**src/rtl/timer_peripheral_pkg.sv**
```systemverilog
// Shared definitions for the memory-mapped machine timer: register offsets,
// bus FSM encoding and the byte-lane merge used by every writable register.
package timer_peripheral_pkg;

  localparam logic [3:0] TIMER_MTIME_LO    = 4'h0;
  localparam logic [3:0] TIMER_MTIME_HI    = 4'h4;
  localparam logic [3:0] TIMER_MTIMECMP_LO = 4'h8;
  localparam logic [3:0] TIMER_MTIMECMP_HI = 4'hC;

  typedef enum logic {
    IDLE = 1'b0,
    ACK  = 1'b1
  } bus_state_t;

  // Replace only the byte lanes whose strobe is set.
  function automatic logic [31:0] merge_bytes(input logic [31:0] old_word,
                                              input logic [31:0] wdata,
                                              input logic [3:0]  wstrb);
    logic [31:0] w;
    w = old_word;
    for (int i = 0; i < 4; i++) begin
      if (wstrb[i]) w[8*i +: 8] = wdata[8*i +: 8];
    end
    return w;
  endfunction

endpackage

```
**src/rtl/timer_peripheral_if.sv**
```systemverilog
// CPU-side bus for the timer slot: decoder select, request, byte strobes,
// and the single-cycle ready/read-data response.
interface timer_peripheral_if;
  logic        enable;
  logic        mem_valid;
  logic [3:0]  mem_addr;
  logic [3:0]  mem_wstrb;
  logic [31:0] mem_wdata;
  logic [31:0] mem_rdata;
  logic        mem_ready;

  modport master (
    output enable, mem_valid, mem_addr, mem_wstrb, mem_wdata,
    input  mem_rdata, mem_ready
  );

  modport slave (
    input  enable, mem_valid, mem_addr, mem_wstrb, mem_wdata,
    output mem_rdata, mem_ready
  );
endinterface

```
**src/rtl/timer_prescaler.sv**
```systemverilog
// Divides clk down to a one-cycle tick every PRESCALE cycles; the first tick
// after reset release lands PRESCALE cycles later.
module timer_prescaler #(
  parameter int unsigned PRESCALE = 100
) (
  input  logic clk,
  input  logic reset,
  output logic tick
);

  localparam logic [15:0] LAST = 16'(PRESCALE - 1);

  logic [15:0] count;

  assign tick = (count == LAST);

  // Count 0..PRESCALE-1 and wrap; with PRESCALE=1 the count stays at 0.
  always_ff @(posedge clk or posedge reset) begin
    if (reset)     count <= '0;
    else if (tick) count <= '0;
    else           count <= count + 16'd1;
  end

endmodule

```
**src/rtl/timer_peripheral.sv**
```systemverilog
// Memory-mapped 64-bit machine timer with compare interrupt.
//
//   state | meaning
//   IDLE  | waiting for a selected request; a request here commits
//   ACK   | mem_ready high for exactly one cycle, read data driven
module timer_peripheral
  import timer_peripheral_pkg::*;
#(
  parameter int unsigned PRESCALE = 100
) (
  input  logic               clk,
  input  logic               reset,
  timer_peripheral_if.slave  bus,
  output logic               irq
);

  bus_state_t  state, state_next;
  logic        req_fire;
  logic        wr_fire;
  logic        rd_fire;
  logic [3:0]  reg_off;
  logic        tick;
  logic [63:0] mtime, mtime_inc, mtime_next;
  logic [63:0] mtimecmp, mtimecmp_next;
  logic [31:0] shadow;
  logic        shadow_valid;
  logic [31:0] rdata_q, rdata_next;
  logic        addr_unused;

  timer_prescaler #(.PRESCALE(PRESCALE)) u_prescaler (
    .clk   (clk),
    .reset (reset),
    .tick  (tick)
  );

  // Byte-offset bits within a word select nothing.
  assign addr_unused = ^bus.mem_addr[1:0];
  assign reg_off     = {bus.mem_addr[3:2], 2'b00};

  // Bus FSM state register.
  always_ff @(posedge clk or posedge reset) begin
    if (reset) state <= IDLE;
    else       state <= state_next;
  end

  // Next state; the !mem_ready term keeps ACK from ever following ACK.
  always_comb begin
    state_next = state;
    req_fire   = 1'b0;
    case (state)
      IDLE: begin
        if (bus.enable && bus.mem_valid && !bus.mem_ready) begin
          state_next = ACK;
          req_fire   = 1'b1;
        end
      end
      ACK:     state_next = IDLE;
      default: state_next = IDLE;
    endcase
  end

  assign wr_fire       = req_fire && (|bus.mem_wstrb);
  assign rd_fire       = req_fire && !(|bus.mem_wstrb);
  assign bus.mem_ready = (state == ACK);
  assign bus.mem_rdata = (state == ACK) ? rdata_q : '0;

  // Tick increment first, then written lanes override it, so unwritten lanes
  // of mtime still advance when a write and a tick coincide.
  always_comb begin
    mtime_inc     = tick ? mtime + 64'd1 : mtime;
    mtime_next    = mtime_inc;
    mtimecmp_next = mtimecmp;
    if (wr_fire) begin
      case (reg_off)
        TIMER_MTIME_LO:    mtime_next[31:0]     = merge_bytes(mtime_inc[31:0],     bus.mem_wdata, bus.mem_wstrb);
        TIMER_MTIME_HI:    mtime_next[63:32]    = merge_bytes(mtime_inc[63:32],    bus.mem_wdata, bus.mem_wstrb);
        TIMER_MTIMECMP_LO: mtimecmp_next[31:0]  = merge_bytes(mtimecmp[31:0],  bus.mem_wdata, bus.mem_wstrb);
        TIMER_MTIMECMP_HI: mtimecmp_next[63:32] = merge_bytes(mtimecmp[63:32], bus.mem_wdata, bus.mem_wstrb);
        default: ;
      endcase
    end
  end

  // Read mux; MTIME_HI prefers the half captured by the last MTIME_LO read.
  always_comb begin
    rdata_next = '0;
    case (reg_off)
      TIMER_MTIME_LO:    rdata_next = mtime[31:0];
      TIMER_MTIME_HI:    rdata_next = shadow_valid ? shadow : mtime[63:32];
      TIMER_MTIMECMP_LO: rdata_next = mtimecmp[31:0];
      TIMER_MTIMECMP_HI: rdata_next = mtimecmp[63:32];
      default:           rdata_next = '0;
    endcase
  end

  // Counter, compare register and registered interrupt.
  always_ff @(posedge clk or posedge reset) begin
    if (reset) begin
      mtime    <= '0;
      mtimecmp <= '1;
      irq      <= 1'b0;
    end else begin
      mtime    <= mtime_next;
      mtimecmp <= mtimecmp_next;
      irq      <= (mtime >= mtimecmp);
    end
  end

  // Read data capture and tear-free high-word shadow.
  always_ff @(posedge clk or posedge reset) begin
    if (reset) begin
      rdata_q      <= '0;
      shadow       <= '0;
      shadow_valid <= 1'b0;
    end else begin
      if (rd_fire) rdata_q <= rdata_next;
      if (rd_fire && reg_off == TIMER_MTIME_LO) begin
        shadow       <= mtime[63:32];
        shadow_valid <= 1'b1;
      end
      if (wr_fire && (reg_off == TIMER_MTIME_LO || reg_off == TIMER_MTIME_HI))
        shadow_valid <= 1'b0;
    end
  end

endmodule

```
**src/flat_wrapper.sv**
```systemverilog
// flat-port wrapper written by rule: the top's interface ports become plain ports
module timer_peripheral_flat import timer_peripheral_pkg::*;
#(
  parameter int unsigned PRESCALE = 100
)
  (clk, reset, irq, bus_enable, bus_mem_valid, bus_mem_addr, bus_mem_wstrb, bus_mem_wdata, bus_mem_rdata, bus_mem_ready);
  timer_peripheral_if bus_i ();
  input  logic clk;
  input  logic reset;
  output logic irq;
  input wire logic [$bits(bus_i.enable)-1:0] bus_enable;
  input wire logic [$bits(bus_i.mem_valid)-1:0] bus_mem_valid;
  input wire logic [$bits(bus_i.mem_addr)-1:0] bus_mem_addr;
  input wire logic [$bits(bus_i.mem_wstrb)-1:0] bus_mem_wstrb;
  input wire logic [$bits(bus_i.mem_wdata)-1:0] bus_mem_wdata;
  output wire logic [$bits(bus_i.mem_rdata)-1:0] bus_mem_rdata;
  output wire logic [$bits(bus_i.mem_ready)-1:0] bus_mem_ready;
  assign bus_i.enable = bus_enable;
  assign bus_i.mem_valid = bus_mem_valid;
  assign bus_i.mem_addr = bus_mem_addr;
  assign bus_i.mem_wstrb = bus_mem_wstrb;
  assign bus_i.mem_wdata = bus_mem_wdata;
  assign bus_mem_rdata = bus_i.mem_rdata;
  assign bus_mem_ready = bus_i.mem_ready;
  timer_peripheral #(.PRESCALE(PRESCALE)) u_core (.clk(clk), .reset(reset), .bus(bus_i), .irq(irq));
endmodule
```
**config.mk**
```make
export PLATFORM = sky130hd
export DESIGN_NAME = timer_peripheral_flat
export DESIGN_NICKNAME = d
export VERILOG_FILES = /design/src/rtl/timer_peripheral_pkg.sv /design/src/rtl/timer_peripheral_if.sv /design/src/rtl/timer_prescaler.sv /design/src/rtl/timer_peripheral.sv /design/src/flat_wrapper.sv
export SDC_FILE = /design/constraint.sdc
export NUM_CORES = 1
export LEC_CHECK = 0
export CORE_MARGIN = 2
export CORE_UTILIZATION = 30
export DETAILED_ROUTE_END_ITERATION = 7
export SLEW_MARGIN = 20
export SYNTH_ARGS = -nofsm -noshare
export SYNTH_HDL_FRONTEND = slang
export SYNTH_SLANG_ARGS = --single-unit
```
**constraint.sdc**
```tcl
create_clock -name clk -period 14.9 [get_ports clk]
set_clock_uncertainty 0.05 [all_clocks]
set_input_delay 2.98 -clock clk [delete_from_list [all_inputs] [get_ports clk]]
set_output_delay 2.98 -clock clk [all_outputs]
set_load 0.02 [all_outputs]
```
==> reports/qor.json <==
{
  "setup_path": {
    "timing.critical_path.slowest_cell_delay_ps": 890,
    "critical_path.endpoint_type": "register",
    "worst_path_max_delay_cell": "sky130_fd_sc_hd__or3_2",
    "cp-start-kind": "input pin",
    "worst_endpoint_required_time_ps": 15260,
    "timing.critical_path.arrival_ps": 6220,
    "worstPathCellList": "clkdlybuf4s50_1, nor4_1, nand2_4, or3_2, buf_4, mux2_2",
    "timing.critical_path.fanout_max": 33,
    "critical_path_class": "input pin to register"
  },
  "placed_design": {
    "globalplace.congestion": 0.832,
    "port_buffers": 75,
    "dpl-instance-area_mm2": 0.0134,
    "place_inst": 1721,
    "dp.final_hpwl_mm": 23.1
  },
  "grt": {
    "globalRoute.totalOverflow": 0,
    "grt_pass1_vias": 9082,
    "grt_use_total": 0.157,
    "grt_antenna_before_repair": 2,
    "grt_max_degree": 140,
    "global_route_wire_length_before_repair_mm": 51.7
  },
  "routing": {
    "routed_wl_mm": 32.6,
    "route.detailed.vias_per_inst": 5.08,
    "detail_route.iter0.violations": 538,
    "dr.pass1.iters": 5,
    "route.antenna.remaining_nets": 0,
    "vias": 8974,
    "wl_per_cell_um": 18.4,
    "drc": 0
  },
  "clock_network": {
    "clk_path_buf_depth": 3,
    "post-cts-setup-buffer-count": 0,
    "clk_transition_reported_paths_ps": 60,
    "cts_tree": "yes",
    "clockRootBuffer": "sky130_fd_sc_hd__clkbuf_16",
    "tritoncts_num_sinks": 211,
    "post_cts_resized": 0,
    "cts_buffers": 25,
    "holdBufCountCts": 0,
    "clock_insertion_delay_worst_skew_ps": 530,
    "htree_levels": 1
  },
  "power": {
    "share_seq_of_total_power": 0.416,
    "p_leak_nw": 5.89,
    "worst_ir_drop_on_vdd_mv": 0.0837,
    "power.switching_fraction": 0.312,
    "power_report.internal_total_w": 0.00139,
    "power.density_cell_area_mw_per_mm2": 141,
    "clock_power_share": 0.324,
    "power.switching_w": 0.000631,
    "p_comb_frac": 0.259
  },
  "sta": {
    "setup-violations-final": 0,
    "hold_viol_final": 0,
    "final_min_period_over_clock_period": 0.393,
    "fin_hold_ws_ps": 422,
    "worst_slew_margin_rel": 0.330,
    "min_period_ps": 5860,
    "tns_ps": 0,
    "max_freq_ghz": 0.171,
    "rsz0062_at_grt": "no",
    "worst-slew-pin-transition_ps": 1000,
    "maxSlewViolCount": 0
  },
  "synthesis": {
    "synth_warnings": 0,
    "synth_cell_type_count": 49,
    "synth-main-ff-cell": "sky130_fd_sc_hd__dfrtp_1",
    "synth.largest_area_cell": "sky130_fd_sc_hd__dfrtp_1",
    "netlist_instances": 1163,
    "netlist.area_leader.share": 0.303,
    "synth-async-reset-ratio": 1.00,
    "post_synth_edffs": 0,
    "synth_area_mm2": 0.0122,
    "synth_area_per_cell_um2": 10.4,
    "seq_area_frac_synth": 0.441,
    "synth_nets": 1273,
    "ys_top_cells_by_area": "sky130_fd_sc_hd__dfrtp_1, sky130_fd_sc_hd__dfstp_2, sky130_fd_sc_hd__mux2_2, sky130_fd_sc_hd__ha_1, sky130_fd_sc_hd__mux4_2",
    "ys_seq_elements": 211
  },
  "cells_and_area": {
    "n_fill_cell": 4073,
    "layout.cells.non_filler": 1766,
    "multiInputGateArea_mm2": 0.00632,
    "design.final.nets": 1333,
    "layout_area_overhead_pct": 17.8,
    "utilization_of_the_core_after_routing": 0.359,
    "seqCellArea_mm2": 0.00536,
    "layout-drive-gt1-share": 0.223,
    "final_design_area_no_fill_mm2": 0.0143,
    "n_diodes": 0
  },
  "floorplan": {
    "std_cell_rows": 73,
    "core_area_mm2": 0.0398,
    "die_area_mm2": 0.0421,
    "dieHeight_um": 205,
    "num_io_pins": 78,
    "fp.dieW_um": 205,
    "start_util": 0.305
  },
  "worst_hold_path": {
    "timing.hold.worst.class": "register to register"
  },
  "job": {
    "max-cap-violations": 0
  },
  "status": {
    "outcome": "completed"
  }
}
-- power by group through the flow --
| stage | clock network, W | registers, W | logic, W |
|---|---|---|---|
| after global routing | 0.000694 | 0.000862 | 0.000590 |
| after floorplan | 0 | 0.000807 | 0.000387 |
| after CTS | 0.000673 | 0.000841 | 0.000528 |
| final | 0.000657 | 0.000843 | 0.000525 |
| after global placement | 0 | 0.000844 | 0.000511 |
| after detailed placement | 0 | 0.000850 | 0.000523 |
-- registers in the layout (all words and copies together), names as in the netlist --
| name | cells |
|---|---|
| u_core.irq | 1 |
| u_core.shadow | 32 |
| u_core.u_prescaler.count | 16 |
| u_core.mtimecmp | 64 |
| u_core.rdata_q | 32 |
| u_core.bus.mem_ready | 1 |
| u_core.mtime | 64 |
| u_core.shadow_valid | 1 |
-- final timing paths --
| check | slack, ps | end | startpoint | cells past startpoint |
|---|---|---|---|---|
| min reg2reg | 420 | u_core.u_prescaler.count[15] | u_core.u_prescaler.count[15] | 1 |
| min in group asynchronous | 3030 | u_core.rdata_q[10] | reset | 2 |
| min | 420 | u_core.u_prescaler.count[15] | u_core.u_prescaler.count[15] | 1 |
| max reg2reg | 11280 | u_core.shadow[17] | u_core.bus.mem_ready | 7 |
| max | 9040 | u_core.shadow[17] | bus_mem_wstrb[1] | 6 |
| max in group asynchronous | 10150 | u_core.shadow[12] | reset | 3 |
-- per-layer routing --
layer  GRT usage  vias to the layer above  share of wire
li1            -                     4258              -
met1       0.212                     4467           0.45
met2       0.260                      191           0.47
met3      0.0252                       56          0.048
met4      0.0442                        2          0.027
met5           0                        -        0.00040
-- cells by family after synthesis --
group,count (synthesis),share of synthesized area
AOI/OAI and AO/OA,169,0.0769
DFF,211,0.441
muxes,152,0.170
xor gates and xnor gates,63,0.0454
buffers and inverters,127,0.0397
and+or+nand+nor,375,0.159
adders and majority gates,66,0.0680
-- cell usage after synthesis, types with 7 or more instances --
library cell,number
sky130_fd_sc_hd__a21o_1,7
sky130_fd_sc_hd__clkbuf_1,39
sky130_fd_sc_hd__mux4_2,32
sky130_fd_sc_hd__dfrtp_1,147
sky130_fd_sc_hd__xnor2_1,45
sky130_fd_sc_hd__and4_1,12
sky130_fd_sc_hd__inv_1,78
sky130_fd_sc_hd__mux2_2,119
sky130_fd_sc_hd__a21oi_1,67
sky130_fd_sc_hd__dfstp_2,64
sky130_fd_sc_hd__nor4_1,16
sky130_fd_sc_hd__nor2_1,74
sky130_fd_sc_hd__nand2_1,101
sky130_fd_sc_hd__xor2_1,18
sky130_fd_sc_hd__ha_1,66
sky130_fd_sc_hd__buf_1,7
sky130_fd_sc_hd__nand4_1,30
sky130_fd_sc_hd__or3_1,13
sky130_fd_sc_hd__nor3_1,16
sky130_fd_sc_hd__nand3_1,40
sky130_fd_sc_hd__o21ai_0,64
sky130_fd_sc_hd__a31oi_1,14
sky130_fd_sc_hd__and2_1,42
sky130_fd_sc_hd__and3_1,13
-- cell usage in the layout (no fill, tap or decap), types with 42 or more instances in the layout --
cell                              instances
sky130_fd_sc_hd__nor2_1                  74
sky130_fd_sc_hd__dfstp_2                 64
sky130_fd_sc_hd__o21ai_0                 64
sky130_fd_sc_hd__and2_1                  42
sky130_fd_sc_hd__clkdlybuf4s50_1         73
sky130_fd_sc_hd__dfrtp_1                147
sky130_fd_sc_hd__ha_1                    66
sky130_fd_sc_hd__xnor2_1                 45
sky130_fd_sc_hd__nand2_1                100
sky130_fd_sc_hd__inv_1                   77
sky130_fd_sc_hd__a21oi_1                 67
sky130_fd_sc_hd__mux2_2                 119
-- cell type report --
| cell class | count | area share |
|---|---|---|
| Tap cell | 525 | 0.0459 |
| Timing Repair Buffer | 82 | 0.0554 |
| Clock inverter | 11 | 0.0108 |
| Inverter | 78 | 0.0210 |
| Multi-Input combinational cell | 825 | 0.441 |
| Sequential cell | 211 | 0.374 |
| Clock buffer | 34 | 0.0510 |
-- through the flow --
step | power [W] | setup WS, ps
after floorplan | 0.00119 | 6210
after global placement | 0.00136 | 8220
after detailed placement | 0.00137 | 8150
after CTS | 0.00204 | 8700
after global routing | 0.00215 | 8920
final | 0.00202 | 9040
-- worst max-delay path: cells and delay by family --
kind,cells,cell delay [ps]
multiplexers,1,290
AND/OR/NAND/NOR,3,2030
buffers and inverters,2,900
(Power assumes the default switching activity.)
